===== config.mk =====
export PLATFORM = sky130hd
export DESIGN_NAME = shift_sub_divider
export DESIGN_NICKNAME = d
export VERILOG_FILES = /design/src/rtl/div_pkg.sv /design/src/rtl/div_step_counter.sv /design/src/rtl/shift_sub_divider.sv
export SDC_FILE = /design/constraint.sdc
export NUM_CORES = 1
export LEC_CHECK = 0
export BUFFER_PORTS_ARGS = -buffer_cell sky130_fd_sc_hd__buf_2
export CORE_MARGIN = 8
export CORE_UTILIZATION = 55
export DETAILED_ROUTE_END_ITERATION = 6
export PLACE_DENSITY = 0.78
export RECOVER_POWER = 50
export SLEW_MARGIN = 5
export SYNTH_ARGS = -nofsm -noshare
export SYNTH_HDL_FRONTEND = slang
export SYNTH_HIERARCHICAL = 1
export SYNTH_SLANG_ARGS = --single-unit

===== constraint.sdc =====
create_clock -name i_clk -period 4.2 [get_ports i_clk]
set_input_delay 0.63 -clock i_clk [delete_from_list [all_inputs] [get_ports i_clk]]
set_output_delay 0.63 -clock i_clk [all_outputs]
set_load 0.02 [all_outputs]

===== src/rtl/div_pkg.sv =====
// div_pkg
// Shared types and helpers for the shift-subtract divider.
//   div_state_t : controller states (IDLE, CALC, DONE)
//   cnt_width() : width of a counter that must represent 0..width
package div_pkg;

    typedef enum logic [1:0] {
        IDLE = 2'd0,
        CALC = 2'd1,
        DONE = 2'd2
    } div_state_t;

    function automatic int cnt_width(input int width);
        int w;
        w = 0;
        while ((1 << w) < (width + 1)) begin
            w = w + 1;
        end
        return w;
    endfunction

endpackage


===== src/rtl/div_step_counter.sv =====
// div_step_counter
// Iteration counter for the divider. Counts 0..WIDTH-1, one step per clock,
// while i_clear is low; o_last flags the final iteration.
// Ports:
//   i_clk   : rising-edge clock
//   i_reset : synchronous active-high reset
//   i_clear : hold the count at zero (asserted whenever no division runs)
//   o_last  : count has reached WIDTH-1
module div_step_counter
    import div_pkg::*;
#(
    parameter int WIDTH = 8,
    parameter int CNT_W = cnt_width(WIDTH)
) (
    input  logic i_clk,
    input  logic i_reset,
    input  logic i_clear,
    output logic o_last
);

    logic [CNT_W-1:0] r_cnt;

    always_ff @(posedge i_clk) begin
        if (i_reset || i_clear) begin
            r_cnt <= '0;
        end else begin
            r_cnt <= r_cnt + 1'b1;
        end
    end

    assign o_last = (r_cnt == CNT_W'(WIDTH - 1));

endmodule


===== src/rtl/shift_sub_divider.sv =====
// shift_sub_divider
// Sequential restoring divider: one quotient bit per clock, WIDTH clocks per
// division. A zero divisor finishes on the next clock with Quotient all ones,
// Remainder = Dividend and o_div_by_zero set.
// Optional macro SHIFT_SUB_DIVIDER_SIGNED_EN: two's complement operands. The
// core divides magnitudes; the quotient is negated when signs differ and the
// remainder takes the dividend's sign. Undefined: purely unsigned.
// Ports:
//   i_clk, i_reset         : clock, synchronous active-high reset
//   i_start                : request, accepted only in IDLE
//   i_dividend, i_divisor  : operands, captured on accepted start
//   o_quotient, o_remainder: registered results, held until next done/reset
//   o_done                 : one-cycle result-valid pulse
//   o_busy                 : high while iterating
//   o_div_by_zero          : registered zero-divisor flag, updated with done
module shift_sub_divider
    import div_pkg::*;
#(
    parameter int WIDTH = 8
) (
    input  logic             i_clk,
    input  logic             i_reset,
    input  logic             i_start,
    input  logic [WIDTH-1:0] i_dividend,
    input  logic [WIDTH-1:0] i_divisor,
    output logic [WIDTH-1:0] o_quotient,
    output logic [WIDTH-1:0] o_remainder,
    output logic             o_done,
    output logic             o_busy,
    output logic             o_div_by_zero
);

    localparam int CNT_W = cnt_width(WIDTH);

    div_state_t r_state;
    div_state_t w_state_next;

    // Working remainder never exceeds the divisor after a step, so WIDTH bits
    // hold it; only the trial value needs the extra bit.
    logic [WIDTH-1:0] r_rem;
    logic [WIDTH-1:0] r_q;
    logic [WIDTH-1:0] r_d;
    logic [WIDTH-1:0] r_quotient;
    logic [WIDTH-1:0] r_remainder;
    logic             r_div_by_zero;

    logic [WIDTH:0]   w_t;
    logic             w_ge;
    logic [WIDTH-1:0] w_diff;
    logic [WIDTH-1:0] w_rem_next;
    logic [WIDTH-1:0] w_q_next;
    logic [WIDTH-1:0] w_q_final;
    logic [WIDTH-1:0] w_r_final;
    logic [WIDTH-1:0] w_dividend_ld;
    logic [WIDTH-1:0] w_divisor_ld;
    logic             w_last;
    logic             w_div_zero;

    div_step_counter #(
        .WIDTH (WIDTH),
        .CNT_W (CNT_W)
    ) u_step_counter (
        .i_clk   (i_clk),
        .i_reset (i_reset),
        .i_clear (r_state != CALC),
        .o_last  (w_last)
    );

    assign w_div_zero = (i_divisor == '0);

    assign w_t        = {r_rem, r_q[WIDTH-1]};
    assign w_ge       = (w_t >= {1'b0, r_d});
    // When w_ge holds the difference is below r_d, so WIDTH bits suffice.
    assign w_diff     = w_t[WIDTH-1:0] - r_d;
    assign w_rem_next = w_ge ? w_diff : w_t[WIDTH-1:0];
    assign w_q_next   = {r_q[WIDTH-2:0], w_ge};

`ifdef SHIFT_SUB_DIVIDER_SIGNED_EN
    logic r_neg_q;
    logic r_neg_r;

    // -2^(WIDTH-1) maps to itself, which reads correctly as an unsigned magnitude.
    assign w_dividend_ld = i_dividend[WIDTH-1] ? -i_dividend : i_dividend;
    assign w_divisor_ld  = i_divisor[WIDTH-1]  ? -i_divisor  : i_divisor;
    assign w_q_final     = r_neg_q ? -w_q_next   : w_q_next;
    assign w_r_final     = r_neg_r ? -w_rem_next : w_rem_next;

    always_ff @(posedge i_clk) begin
        if (i_reset) begin
            r_neg_q <= 1'b0;
            r_neg_r <= 1'b0;
        end else if (r_state == IDLE && i_start) begin
            r_neg_q <= i_dividend[WIDTH-1] ^ i_divisor[WIDTH-1];
            r_neg_r <= i_dividend[WIDTH-1];
        end
    end
`else
    assign w_dividend_ld = i_dividend;
    assign w_divisor_ld  = i_divisor;
    assign w_q_final     = w_q_next;
    assign w_r_final     = w_rem_next;
`endif

    always_ff @(posedge i_clk) begin
        if (i_reset) begin
            r_state <= IDLE;
        end else begin
            r_state <= w_state_next;
        end
    end

    always_comb begin
        w_state_next = r_state;
        case (r_state)
            IDLE: begin
                if (i_start) begin
                    w_state_next = w_div_zero ? DONE : CALC;
                end
            end
            CALC: begin
                if (w_last) begin
                    w_state_next = DONE;
                end
            end
            DONE:    w_state_next = IDLE;
            default: w_state_next = IDLE;
        endcase
    end

    always_ff @(posedge i_clk) begin
        if (i_reset) begin
            r_rem         <= '0;
            r_q           <= '0;
            r_d           <= '0;
            r_quotient    <= '0;
            r_remainder   <= '0;
            r_div_by_zero <= 1'b0;
        end else begin
            case (r_state)
                IDLE: begin
                    if (i_start && !w_div_zero) begin
                        r_rem <= '0;
                        r_q   <= w_dividend_ld;
                        r_d   <= w_divisor_ld;
                    end else if (i_start) begin
                        r_quotient    <= '1;
                        r_remainder   <= i_dividend;
                        r_div_by_zero <= 1'b1;
                    end
                end
                CALC: begin
                    r_rem <= w_rem_next;
                    r_q   <= w_q_next;
                    if (w_last) begin
                        r_quotient    <= w_q_final;
                        r_remainder   <= w_r_final;
                        r_div_by_zero <= 1'b0;
                    end
                end
                default: ;
            endcase
        end
    end

    assign o_quotient    = r_quotient;
    assign o_remainder   = r_remainder;
    assign o_div_by_zero = r_div_by_zero;
    assign o_done        = (r_state == DONE);
    assign o_busy        = (r_state == CALC);

endmodule


==> results of run 1 <==
[registers in the layout, indices dropped and copies added (netlist names)]
| signal | count |
|---|---|
| r_rem | 8 |
| o_div_by_zero | 1 |
| u_step_counter/r_cnt | 4 |
| o_quotient | 8 |
| r_state | 2 |
| o_remainder | 8 |
| r_q | 8 |
| r_d | 8 |
[worst max-delay path by stage]
stage / startpoint / end / slack [ns] / cells after the start
global route: r_state[0]$_SDFFE_PP0P_ / o_remainder[3]$_SDFFE_PP0P_ / 1.28 / 7
finish: r_state[0]$_SDFFE_PP0P_ / o_remainder[3]$_SDFFE_PP0P_ / 1.55 / 7
CTS: r_q[7]$_SDFFE_PP0P_ / o_remainder[6]$_SDFFE_PP0P_ / 1.82 / 9
floorplan: r_q[7]$_SDFFE_PP0P_ / o_remainder[6]$_SDFFE_PP0P_ / 2.09 / 9
detailed placement: i_divisor[4] / o_remainder[7]$_SDFFE_PP0P_ / 1.63 / 7
global placement: i_divisor[4] / o_remainder[7]$_SDFFE_PP0P_ / 1.68 / 7
[through the flow]
| stage | total power [mW] | setup slack [ns] | cells | util (%) | hold WS (ns) |
|---|---|---|---|---|---|
| 3_3_place_gp | 0.804 | 1.68 | 358 | 60.8 | 0.441 |
| 2_1_floorplan | 0.744 | 2.09 | 279 | - | 0.425 |
| 5_1_grt | 1.18 | 1.28 | 365 | 62.5 | 0.483 |
| 4_1_cts | 1.13 | 1.82 | 365 | 63.3 | 0.461 |
| 3_5_place_dp | 0.811 | 1.63 | 358 | 60.8 | 0.449 |
| 6_report | 1.13 | 1.55 | 365 | 62.5 | 0.458 |
[synthesized netlist by cell type (all sizes together), types with 2 or more instances]
cell type  instances  area, um2
ha                 9        113
nor4               2       25.0
o211ai             2       15.0
buf                4       20.0
xor2               2       17.5
o22ai              2       12.5
clkbuf             8       30.0
nor3b              3       27.5
and3               3       23.8
nand2             43        164
mux2i              2       20.0
nor2              46        175
nor2b              2       12.5
a22o               6       52.6
a21oi             22        114
mux2               2       26.3
a211oi             5       52.6
xnor2              4       35.0
nand2b             4       25.0
o21ai              7       46.3
a21o               3       22.5
or2                3       18.8
inv               11       41.3
dfxtp             47        941
a311oi             8       70.1
nor3              11       55.1
[worst max-delay path: cells and delay by family, from the launching register on]
family	cells	cell delay, ns
compound gates	2	0.23
simple gates	3	0.98
flops	1	0.41
buf+inv	2	0.96
[routing by layer]
layer | global-route usage [%] | up-vias | routed length, um
li1 | - | 1045 | -
met3 | 3.17 | 4 | 311
met1 | 21.6 | 971 | 2460
met2 | 27.8 | 56 | 2590
met4 | 5.89 | 0 | 43
met5 | 0 | - | 0
[where the power goes]
part           internal [mW]  total, mW  switching, mW
logic                  0.130      0.314          0.184
clock network          0.174      0.326          0.152
registers              0.468      0.486         0.0178
total                  0.773       1.13          0.354
[layout make-up]
type | count | area, um2 | area share [%]
well taps | 52 | 65.1 | 2.46
flip-flops and latches | 47 | 941 | 35.6
clock inverters | 2 | 37.5 | 1.42
inverters | 11 | 41.3 | 1.56
clock buffers | 5 | 68.8 | 2.60
multi-input cells | 209 | 1320 | 49.9
repair buffers | 39 | 171 | 6.48
[kinds of logic after synthesis]
group,share of synthesized area [%]
buffers and inverters,3.87
and+or+nand+nor,23.5
muxes,1.96
xor gates and xnor gates,2.23
adders and majority gates,5.63
AOI/OAI and AO/OA,22.9
DFF,39.9
==> flow_summary.json, run 1 <==
{
  "status": "finished, final reports clean",
  "hold_end": "r_d[7]$_SDFFE_PP0P_",
  "hp-start": "r_d[7]$_SDFFE_PP0P_",
  "timing.rr.start": "r_state[0]$_SDFFE_PP0P_",
  "dp_hpwl_um": 3980,
  "cts_root_buffer": "clkbuf_8",
  "irDropWorstVdd_mv": 0.248,
  "grt_use_total_pct": 16.9,
  "mostFrequentLayoutCell": "dfxtp_1",
  "startpoint_type": "flip-flop",
  "postRouteAntennaNets": 0,
  "n_antenna_cell": 0,
  "gp_congestion": 0.814,
  "ys.flop_type": "dfxtp_1",
  "cap_viol_max_count": 0,
  "vias": 2076,
  "synth_area_um2": 2360,
  "ff2ff_setup_slack_ns": 1.55,
  "initial_core_util_pct": 55.7,
  "period_share_pct": 63.1,
  "cts_sinks": 47,
  "rows": 24,
  "ys_types": 55,
  "antenna_found_initial": 0,
  "cts_buffers": 5,
  "io_pins": 38,
  "ys_ff_latch": 47,
  "r2r_end": "o_remainder[3]$_SDFFE_PP0P_",
  "hold_viol_final": 0,
  "finalWirelength_um": 5400,
  "setup_viol": 0,
  "grt-ovfl-total": 0,
  "dr.pass1.iters": 4,
  "end_kind": "flip-flop",
  "holdCritPathClass": "reg2reg",
  "finalInstanceArea_um2": 2650,
  "die_h_um": 81.5,
  "critPathKind": "reg2reg",
  "core_um2": 4230,
  "dieArea_um2": 6640,
  "syn_inst": 279,
  "clock_skew_ns": 0.00824,
  "cp_slowest_cell": "nor2_1",
  "cts_max_path_buffers": 2,
  "cts_resized": 0,
  "cts.htree.levels": 2,
  "fmax_mhz": 378,
  "avgSynthCellArea_um2": 8.45,
  "grt_pass1_vias": 1947,
  "worstMarginPinSlew_ns": 1.01,
  "ctsHoldBuffers": 0,
  "grt_pass1_wl_um": 8840,
  "syn-num-nets": 308,
  "fill_cells": 390,
  "die_w_um": 81.5,
  "clk_latency_ns": 0.30,
  "yosysSeqAreaShare_pct": 39.9,
  "grt_start_max_net_pins": 45,
  "nets": 342,
  "yosys_warnings": 6,
  "cts_tree": "built",
  "final_max_slew_viol_count": 0,
  "synth-edff-count": 0,
  "worst_ep_arrival_time_ns": 2.87,
  "dpl-instance-area_um2": 2570,
  "worstHoldPathCells": 2,
  "rsz0062_at_grt": "no",
  "drc": 0,
  "path_cells": "nor2b_1, clkbuf_1, inv_1, nor2_1, and3_1, a21oi_1, o22ai_1",
  "reg2reg_depth": 7,
  "routedWlPerCell_um": 14.8,
  "relSlewSlack_pct": 32.7,
  "drive_above_1_share_pct": 14.1,
  "tns_ns": 0,
  "io_buffers": 37,
  "critPathMaxStageDelay_ns": 0.59,
  "path_clk_slew_ns": 0.09,
  "area_delta_synth_final_pct": 12.2,
  "first_iter_violations": 144,
  "vias_per_cell": 5.69,
  "postCtsSetupRepairBufs": 0,
  "most-common-layout-cells": "dfxtp_1 (47), nor2_1 (45), nand2_1 (42), a21oi_1 (21), clkbuf_1 (21)",
  "p_per_area_nw_per_um2": 426,
  "ys_async_sr_fraction_pct": 0,
  "p_leak_nw": 1.04,
  "period_minus_slack_ns": 2.65,
  "crit_fanout": 31,
  "required_ns": 4.43
}
Note: power is estimated with default switching activity, not from simulation.
==> run 2: changes to the inputs <==
CORE_UTILIZATION = 50   (was 55)
PLACE_DENSITY = 0.75   (was 0.78)
clock period = 2.3 ns   (was 4.2 ns; I/O delays follow)
==> run 2 against run 1 <==
  * Worst hold slack got worse by 0.17 ns
  * Power rose by 80%
  * Clock power rose by 64%
  * Register-to-register slack got worse by 1.4 ns
  * Critical path type unchanged
==> flow_summary.json, run 2 (same netlist as run 1, synthesis figures left out) <==
{
  "power_frac_seq_pct": 43.9,
  "cts_tree": "built",
  "grt_pass1_wl_um": 9400,
  "cts.htree.levels": 2,
  "clock_skew_ns": 0.0133,
  "cp-startpoint": "r_rem[5]$_SDFFE_PP0P_",
  "drive_above_1_share_pct": 17.4,
  "ctsHoldBuffers": 0,
  "worstMarginPinSlew_ns": 0.600,
  "rows": 25,
  "n_antenna_cell": 0,
  "setup_viol": 0,
  "cts_max_path_buffers": 2,
  "initial_core_util_pct": 50.9,
  "timing.rr.start": "r_rem[5]$_SDFFE_PP0P_",
  "irDropWorstVdd_mv": 0.388,
  "die_h_um": 84.7,
  "p_leak_nw": 1.08,
  "finish.utilization_pct": 58.4,
  "core_um2": 4630,
  "grt_pass1_vias": 1965,
  "routedWlPerCell_um": 14.8,
  "grt_start_max_net_pins": 25,
  "antenna_found_initial": 0,
  "dr.pass1.iters": 4,
  "tns_ns": 0,
  "worst_ep_arrival_time_ns": 2.33,
  "gp_congestion": 0.866,
  "grt_use_total_pct": 16.1,
  "startpoint_type": "flip-flop",
  "vias": 2078,
  "critPathKind": "reg2reg",
  "nets": 350,
  "cts_sinks": 47,
  "cts_root_buffer": "clkbuf_8",
  "io_pins": 38,
  "p_clk_share_pct": 26.5,
  "fmax_mhz": 463,
  "setup_ws_ns": 0.142,
  "end_kind": "flip-flop",
  "cts_buffers": 5,
  "grt-ovfl-total": 0,
  "relSlewSlack_pct": 60.0,
  "rsz0062_at_grt": "no",
  "crit_fanout": 9,
  "cap_viol_max_count": 0,
  "drc": 0,
  "status": "finished, final reports clean",
  "dieArea_um2": 7170,
  "first_iter_violations": 162,
  "period_minus_slack_ns": 2.16,
  "p_per_area_nw_per_um2": 749,
  "required_ns": 2.47,
  "dpl_worst_slack_ns": 0.0794,
  "p_int_mw": 1.36,
  "die_w_um": 84.7,
  "comb_power_share_pct": 29.6,
  "most-common-layout-cells": "dfxtp_1 (47), nor2_1 (45), nand2_1 (42), a21oi_1 (20)",
  "hp-start": "i_divisor[5]",
  "vias_per_cell": 5.53,
  "p_sw_share_pct": 33.0,
  "finalWirelength_um": 5560,
  "period_share_pct": 93.8,
  "path_clk_slew_ns": 0.09,
  "layoutNonFillerInstCount": 376,
  "area_delta_synth_final_pct": 14.6,
  "holdCritPathClass": "in2reg",
  "hold_viol_final": 0,
  "power.net_switching_mw": 0.667,
  "io_buffers": 37,
  "placedCellCount": 367,
  "mostFrequentLayoutCell": "dfxtp_1",
  "postRouteAntennaNets": 0,
  "final_max_slew_viol_count": 0,
  "clk_latency_ns": 0.31,
  "dp_hpwl_um": 4270
}
[run 2: worst paths after layout]
check,to,slack (ns),depth (start not counted)
hold / removal,r_d[5]$_SDFFE_PP0P_,0.29,3
setup / recovery,o_remainder[3]$_SDFFE_PP0P_,0.14,7
hold reg to reg,o_remainder[4]$_SDFFE_PP0P_,0.46,2
setup reg to reg,o_remainder[3]$_SDFFE_PP0P_,0.14,7
[run 2: final cells by class]
cell class                 count  area (um2)
clock buffer                   6        82.6
tap                           54        67.6
sequential                    47         941
fill                         435        1930
inverter                      11        41.3
timing repair buffer          47         234
clock inverter                 2        16.3
multi-input combinational    209        1320
[run 2: through the flow]
stage / cell area, um2 / power (mW) / hold WS [ns]
5_1_grt: 2700 / 2.14 / 0.291
3_5_place_dp: 2630 / 1.49 / 0.447
3_3_place_gp: 2630 / 1.48 / 0.441
6_report: 2700 / 2.02 / 0.292
4_1_cts: 2730 / 2.03 / 0.289
2_1_floorplan: 2360 / 1.36 / 0.416
[run 2: power by group through the flow]
stage / logic (mW) / registers (mW) / clock network [mW]
global route: 0.658 / 0.894 / 0.584
finish: 0.599 / 0.888 / 0.536
CTS: 0.590 / 0.888 / 0.547
global placement: 0.570 / 0.907 / 0
detailed placement: 0.586 / 0.907 / 0
floorplan: 0.460 / 0.898 / 0
[run 2: worst max-delay path, stage by stage, from the launching register on]
cell and delay [ns]:
dfxtp_1 0.36, ha_1 0.37, a21o_1 0.22, a221oi_4 0.39, o21a_4 0.25, nor3_1 0.07, a21oi_1 0.25, o22ai_1 0.11
[run 2: metal layers]
layer	global-route usage [%]	vias to the layer above	wire (um)
met4	6.15	0	58
met3	4.98	4	377
li1	-	1064	-
met2	24.6	55	2530
met1	20.7	955	2590
met5	0	-	0
[run 2: repair_timing]
item                                    in CTS  in global routing
resized for setup                            0                  2
endpoints found under the hold margin        0                  0
setup buffers                                0                  1
endpoints found under the setup margin       0                  1
==> run 3: changes to the inputs <==
CORE_UTILIZATION = 55   (was 50)
PLACE_DENSITY = 0.78   (was 0.75)
clock period = 2.45 ns   (was 2.3 ns; I/O delays follow)
==> run 3 against run 2 <==
  * Die area down 7.4%
  * Setup slack better by 0.067 ns
  * Global-route usage up 2.4 points
  * Power down 6.3%
  * First-iteration DRC count down 14%
  * Largest cell class unchanged
==> flow_summary.json, run 3 (same netlist as run 1, synthesis figures left out) <==
{
  "clk_latency_ns": 0.31,
  "path_cells": "inv_1, ha_1, fa_1, nand2b_1, a21oi_1, o22ai_1, xor2_1, a211o_1, a211oi_2",
  "cp_slowest_cell": "fa_1",
  "setup_viol": 0,
  "crit_fanout": 3,
  "cts_resized": 0,
  "io_pins": 38,
  "cts_buffers": 5,
  "postRouteAntennaNets": 0,
  "relSlewSlack_pct": 58.7,
  "first_iter_violations": 139,
  "worstHoldPathCells": 3,
  "cp_top_family": "compound AO/OA/AOI/OAI gates",
  "die_w_um": 81.5,
  "vias_per_cell": 5.58,
  "r2r_end": "o_remainder[6]$_SDFFE_PP0P_",
  "io_buffers": 37,
  "required_ns": 2.70,
  "grt_pass1_vias": 2059,
  "most-common-layout-cells": "dfxtp_1 (47), nor2_1 (45), nand2_1 (42), a21oi_1 (21)",
  "critPathMaxStageDelay_ns": 0.41,
  "finalWirelength_um": 5600,
  "status": "finished, final reports clean",
  "grt_pass1_wl_um": 9650,
  "reg2reg_depth": 9,
  "critPathKind": "reg2reg",
  "irDropWorstVdd_mv": 0.411,
  "drc": 0,
  "hold_end": "r_d[4]$_SDFFE_PP0P_",
  "grt_start_max_net_pins": 25,
  "path_clk_slew_ns": 0.10,
  "grt-ovfl-total": 0,
  "routedWlPerCell_um": 15.1,
  "power_mw": 1.89,
  "cts_sinks": 47,
  "holdCritPathClass": "in2reg",
  "worstMarginPinSlew_ns": 0.620,
  "startpoint_type": "flip-flop",
  "final_max_slew_viol_count": 0,
  "timing.rr.start": "r_q[7]$_SDFFE_PP0P_",
  "cts.htree.levels": 2,
  "path_buf_inv": 1,
  "area_delta_synth_final_pct": 13.2,
  "nets": 346,
  "antenna_found_initial": 0,
  "rsz0062_at_grt": "no",
  "hold_viol_final": 0,
  "fmax_mhz": 446,
  "grt_use_total_pct": 18.5,
  "dpl_worst_slack_ns": 0.239,
  "cts_tree": "built",
  "core_um2": 4230,
  "cts_max_path_buffers": 2,
  "p_per_area_nw_per_um2": 710,
  "die_h_um": 81.5,
  "mostFrequentLayoutCell": "dfxtp_1",
  "dieArea_um2": 6640,
  "cap_viol_max_count": 0,
  "dp_hpwl_um": 4280,
  "tns_ns": 0,
  "end_kind": "flip-flop",
  "setup_ws_ns": 0.209,
  "period_minus_slack_ns": 2.24,
  "postCtsSetupRepairBufs": 0,
  "vias": 2064,
  "initial_core_util_pct": 55.7,
  "worst_ep_arrival_time_ns": 2.49,
  "rows": 24,
  "n_antenna_cell": 0,
  "drive_above_1_share_pct": 16.0,
  "p_leak_nw": 1.06,
  "cts_root_buffer": "clkbuf_8",
  "ff2ff_setup_slack_ns": 0.21,
  "dr.pass1.iters": 4,
  "hp-start": "i_divisor[4]",
  "clock_skew_ns": 0.0123,
  "ctsHoldBuffers": 0,
  "finish.utilization_pct": 63.0,
  "gp_congestion": 0.832,
  "period_share_pct": 91.5
}
[run 3: final cells by class]
| type | instances | area, um2 |
|---|---|---|
| Tap cell | 52 | 65.1 |
| Inverter | 11 | 41.3 |
| Fill cell | 390 | 1570 |
| Clock inverter | 2 | 16.3 |
| Timing Repair Buffer | 43 | 204 |
| Multi-Input combinational cell | 209 | 1320 |
| Clock buffer | 6 | 82.6 |
| Sequential cell | 47 | 941 |
[run 3: metal layers]
layer	share of wire [%]	wire length (um)	GRT usage, %
met3	6.4	360	5.14
met1	48	2660	23.1
met4	1.6	87	7.68
met5	0	0	0
met2	44	2490	29.6
[run 3: worst max path at each step]
stage | start | end | cells after the start | slack, ns
floorplan | r_q[7]$_SDFFE_PP0P_ | o_remainder[6]$_SDFFE_PP0P_ | 9 | 0.34
global placement | r_q[7]$_SDFFE_PP0P_ | o_remainder[6]$_SDFFE_PP0P_ | 9 | 0.26
detailed placement | r_q[7]$_SDFFE_PP0P_ | o_remainder[6]$_SDFFE_PP0P_ | 9 | 0.24
CTS | r_q[7]$_SDFFE_PP0P_ | o_remainder[6]$_SDFFE_PP0P_ | 9 | 0.22
global route | r_q[7]$_SDFFE_PP0P_ | o_remainder[6]$_SDFFE_PP0P_ | 9 | 0.10
finish | r_q[7]$_SDFFE_PP0P_ | o_remainder[6]$_SDFFE_PP0P_ | 9 | 0.21
[run 3: where the power goes]
group | internal, mW | switching (mW) | total (mW)
Combinational | 0.229 | 0.319 | 0.548
Sequential | 0.803 | 0.0318 | 0.834
Clock | 0.231 | 0.281 | 0.512
[run 3: metrics by stage]
stage                     hold slack (ns)  cells  cell area [um2]
final                               0.301    370             2670
after global routing                0.305    370             2670
after CTS                           0.305    370             2700
after detailed placement            0.448    362             2600
after global placement              0.441    362             2600
after floorplan                     0.425    279             2360
[run 3: tightest hold or removal path: cells and delay by family]
family / cells / cell delay (ns)
buf+inv: 1 / 0.10
simple gates: 1 / 0.05
compound gates: 1 / 0.05
